### src/rtl/demux_1to2_stream.sv
// Registered 1-to-2 stream demux.
// Packets are steered by in_sel on their first beat into per-output 2-deep FIFOs.
module demux_1to2_fifo2 #(
  parameter int W = 9
) (
  input  logic         clk,
  input  logic         rst,
  input  logic         push,
  input  logic [W-1:0] din,
  input  logic         pop,
  output logic         valid,
  output logic [W-1:0] head,
  output logic [1:0]   count
);

  logic [W-1:0] mem [2];
  logic         wp;
  logic         rp;

  assign valid = (count != 2'd0);
  assign head  = mem[rp];

  // Storage, pointers and fill count; push and pop may occur together.
  always_ff @(posedge clk) begin
    if (rst) begin
      mem[0] <= '0;
      mem[1] <= '0;
      wp     <= 1'b0;
      rp     <= 1'b0;
      count  <= 2'd0;
    end else begin
      if (push) begin
        mem[wp] <= din;
        wp      <= ~wp;
      end
      if (pop) rp <= ~rp;
      case ({push, pop})
        2'b10:   count <= count + 2'd1;
        2'b01:   count <= count - 2'd1;
        default: count <= count;
      endcase
    end
  end

endmodule

module demux_1to2_stream #(
  parameter int DATA_W = 8,
  parameter int CNT_W  = 16
) (
  input  logic              clk,
  input  logic              rst,
  input  logic              in_valid,
  output logic              in_ready,
  input  logic [DATA_W-1:0] in_data,
  input  logic              in_last,
  input  logic              in_sel,
  output logic              out0_valid,
  input  logic              out0_ready,
  output logic [DATA_W-1:0] out0_data,
  output logic              out0_last,
  output logic              out1_valid,
  input  logic              out1_ready,
  output logic [DATA_W-1:0] out1_data,
  output logic              out1_last,
  output logic [CNT_W-1:0]  cnt0,
  output logic [CNT_W-1:0]  cnt1
);

  typedef enum logic [1:0] {
    IDLE  = 2'd0,
    LOCK0 = 2'd1,
    LOCK1 = 2'd2
  } state_t;

  state_t     state;
  state_t     state_n;
  logic       route;
  logic       acc;
  logic       push0;
  logic       push1;
  logic       pop0;
  logic       pop1;
  logic [1:0] fill0;
  logic [1:0] fill1;

  assign acc   = in_valid & in_ready;
  assign push0 = acc & ~route;
  assign push1 = acc & route;
  assign pop0  = out0_valid & out0_ready;
  assign pop1  = out1_valid & out1_ready;

  // Route target and next state; in_ready uses registered fills only.
  always_comb begin
    state_n = state;
    route   = in_sel;
    case (state)
      LOCK0:   route = 1'b0;
      LOCK1:   route = 1'b1;
      default: route = in_sel;
    endcase
    in_ready = route ? (fill1 < 2'd2) : (fill0 < 2'd2);
    if (in_valid && in_ready) begin
      case (state)
        IDLE: begin
          if (!in_last) state_n = in_sel ? LOCK1 : LOCK0;
        end
        LOCK0, LOCK1: begin
          if (in_last) state_n = IDLE;
        end
        default: state_n = IDLE;
      endcase
    end
  end

  // Packet lock state register.
  always_ff @(posedge clk) begin
    if (rst) state <= IDLE;
    else     state <= state_n;
  end

  // Wrapping per-output transfer counters.
  always_ff @(posedge clk) begin
    if (rst) begin
      cnt0 <= '0;
      cnt1 <= '0;
    end else begin
      if (pop0) cnt0 <= cnt0 + 1'b1;
      if (pop1) cnt1 <= cnt1 + 1'b1;
    end
  end

  demux_1to2_fifo2 #(.W(DATA_W + 1)) u_f0 (
    .clk   (clk),
    .rst   (rst),
    .push  (push0),
    .din   ({in_last, in_data}),
    .pop   (pop0),
    .valid (out0_valid),
    .head  ({out0_last, out0_data}),
    .count (fill0)
  );

  demux_1to2_fifo2 #(.W(DATA_W + 1)) u_f1 (
    .clk   (clk),
    .rst   (rst),
    .push  (push1),
    .din   ({in_last, in_data}),
    .pop   (pop1),
    .valid (out1_valid),
    .head  ({out1_last, out1_data}),
    .count (fill1)
  );

endmodule
### config.mk
export PLATFORM = sky130hd
export DESIGN_NAME = demux_1to2_stream
export DESIGN_NICKNAME = d
export VERILOG_FILES = /design/src/rtl/demux_1to2_stream.sv
export SDC_FILE = /design/constraint.sdc
export NUM_CORES = 1
export LEC_CHECK = 0
export CAP_MARGIN = 10
export CORE_MARGIN = 5
export CORE_UTILIZATION = 45
export DETAILED_ROUTE_END_ITERATION = 12
export GPL_TIMING_DRIVEN = 1
export PLACE_DENSITY = 0.74
export RECOVER_POWER = 100
export SLEW_MARGIN = 10
export SYNTH_ARGS = -nofsm -noshare
export SYNTH_HDL_FRONTEND = slang
export SYNTH_HIERARCHICAL = 1
export SYNTH_SLANG_ARGS = --single-unit
export TNS_END_PERCENT = 10
### constraint.sdc
create_clock -name clk -period 2.5 [get_ports clk]
set_input_delay 0.5 -clock clk [delete_from_list [all_inputs] [get_ports clk]]
set_output_delay 0.5 -clock clk [all_outputs]
set_load 0.01 [all_outputs]
==> metrics.cfg <==
[status]
status = completed

[grt]
grt_start_max_net_pins = 29
antenna_found_initial = 0
grt_pass1_wl_um = 13000
grt_pass1_vias = 2759
grtUsageTotal = 0.163
overflow = 0

[setup_path]
worstPathRequired_ns = 2.00
slowest_stage = dlygate4sd3_1
cp_max_fo = 9
worst-path-buf-inv = 1
crit_chain = mux2_2 > dlygate4sd3_1
rr_startpoint = state[1]$_SDFFE_PP0P_
reg2reg_depth = 9
worst_setup_path_end_kind = output pin
worstPathArrival_ns = 1.93
worst_path_dominant_cell_family = buffers and inverters
cp-start-kind = register
critPathMaxStageDelay_ns = 0.60
cp.depth = 2
setup.worst_path.class = reg2out
r2r_slack_ns = 0.17
r2r-end = u_f0/count[1]$_SDFFE_PP0P_

[logic_synthesis]
synth_top_area_cell = edfxtp_1
synth_top_cell_area_share = 0.298
synth_nets = 367
synthCells = 346
synth_area_um2 = 3620
synthFlopType = dfxtp_1
yosysSeqAreaShare = 0.541
yosys_register_bits = 80
ys_async_sr_fraction = 0
syn_avg_cell_area_um2 = 10.5
synth_edf_count = 36
synth_area_leaders = edfxtp_1, dfxtp_1, nor2_1
ys_types = 38
ys_warn_count = 6

[placed_design]
place_inst = 516
port_buffers = 67
gp_congestion = 0.807
place_area_um2 = 4470
hpwl_um = 5420

[final_layout]
final_core_utilization = 0.595
fin_area_um2 = 4620
mostFrequentLayoutCells = nor2_1, dlygate4sd3_1, dfxtp_1
finalNonFillerCells = 531
fin_nets = 446
nFillCells = 679
num_antenna_cells = 0
drive_gt1_frac = 0.105
syn2layout_area_growth_pct = 27.6
final_common_cell = nor2_1

[sta]
fmax_mhz = 412
hold_viol = 0
worst_slew_pin_slew_ns = 0.825
skew_ns = 0.00888
fin_crit_ns = 2.43
rsz0062_at_grt = no
report.final.slew_viol_count = 0
slew_headroom = 0.445
finalCritPeriodShare = 0.972
setup_violations = 0

[power]
power_density_nw_per_um2 = 741
ir_worst_vdd_v = 0.000496
leakage_nw = 1.81

[detailed_routing]
dr.pass1.iters = 4
ant_nets = 0
first_iter_violations = 111
drc = 0
via_per_inst = 5.19
routed_wl_um = 7720
via_count = 2754
wl_per_cell_um = 14.5

[clock_network]
htree_num_levels = 3
cts_num_sinks = 80
cts-root-buf = clkbuf_8
clk_latency_ns = 0.34
cts_tree = done
cts_hold_buffers = 0
cts_buffer_depth = 2
cts_made_buffers = 9
clk_pin_slew_ns = 0.08

[floorplan]
start_util = 0.466
die_w_um = 99.7
core_area_um2 = 7770
io_pins = 68
num_rows = 32
dieArea_um2 = 9950
chipHeight_um = 99.7

[min_path]
hold_start = u_f0/wp$_SDFFE_PP0P_
hold_end = u_f0/wp$_SDFFE_PP0P_
min_path_cells = 2
hold_path_class = reg2reg

[flow_run]
drv_cap = 0

## worst register-to-register path, stage by stage (launching register included)
cell	delay, ns
dfxtp_1	0.34
inv_1	0.06
ha_1	0.33
mux2i_2	0.29
buf_4	0.16
and3b_1	0.20
inv_1	0.07
ha_1	0.33
or3_1	0.35
a21oi_1	0.13
## power breakdown
| part | switching, mW | total (mW) | internal, mW |
|---|---|---|---|
| Combinational | 0.393 | 0.823 | 0.430 |
| Sequential | 0.108 | 1.62 | 1.51 |
| Clock | 0.434 | 0.983 | 0.549 |
## state kept, by name (all words and copies together) (netlist names), named ones only
name	flops
cnt0	16
cnt1	16
state	2
u_f0/count	2
u_f0/mem	18
u_f0/rp	1
u_f0/wp	1
u_f1/count	2
u_f1/mem	18
u_f1/rp	1
u_f1/wp	1
## logic make-up (layout without fill, tap and decap cells)
family                     Yosys count  in the layout  synth area share
and+or+nand+nor                    164            164             0.238
xor gates and xnor gates            29             29            0.0701
AOI/OAI and AO/OA                   24             24            0.0387
buffers and inverters               21            104            0.0224
muxes                               22             22            0.0684
DFF                                 80             80             0.541
adders and majority gates            6              6            0.0207
## cell usage after synthesis, types with 4 or more instances
cell type,count
nand3_1,9
nand2b_1,26
clkbuf_1,9
and4_1,5
edfxtp_1,36
inv_1,9
xnor2_1,14
xor2_1,15
nor4_1,4
nor2_1,69
mux2_2,18
a21oi_1,12
o21ai_0,6
dfxtp_1,44
nand4_1,9
or3_1,6
nand2_1,18
ha_1,6
## repair_timing
action                     CTS  global route
setup endpoints to repair    1             2
gates resized for setup      2             3
buffers inserted             0             0
## worst max-delay path by stage
| stage | endpoint |
|---|---|
| 2_1_floorplan | u_f0/count[1]$_SDFFE_PP0P_ |
| 3_3_place_gp | in_ready |
| 3_5_place_dp | in_ready |
| 4_1_cts | in_ready |
| 5_1_grt | out0_data[0] |
| 6_report | out0_last |
## cell type report
class / instances / area [um2] / area share
inverters: 9 / 33.8 / 0.00731
flip-flops and latches: 80 / 1960 / 0.424
clock inverters: 5 / 72.6 / 0.0157
well taps: 102 / 128 / 0.0276
clock buffers: 10 / 128 / 0.0276
multi-input cells: 245 / 1570 / 0.340
repair buffers: 80 / 729 / 0.158
## stage by stage
stage | hold WS [ns] | worst slack, ns | setup TNS, ns | total power, mW
floorplan | 0.444 | 0.462 | 0 | 2.14
global placement | 0.459 | -0.000696 | -0.000696 | 2.53
detailed placement | 0.468 | -0.0147 | -0.0147 | 2.55
CTS | 0.479 | 0.0750 | 0 | 3.54
global route | 0.497 | 0.0143 | 0 | 3.62
finish | 0.479 | 0.0703 | 0 | 3.43
## per-layer routing
metal  up-vias  global-route usage  part of all wire
met5         -                   0                 0
met4         0              0.0735             0.019
met3        12              0.0421             0.073
met2       102               0.247              0.45
met1      1290               0.220              0.46
li1       1350                   -                 -
(Power assumes the default switching activity.)
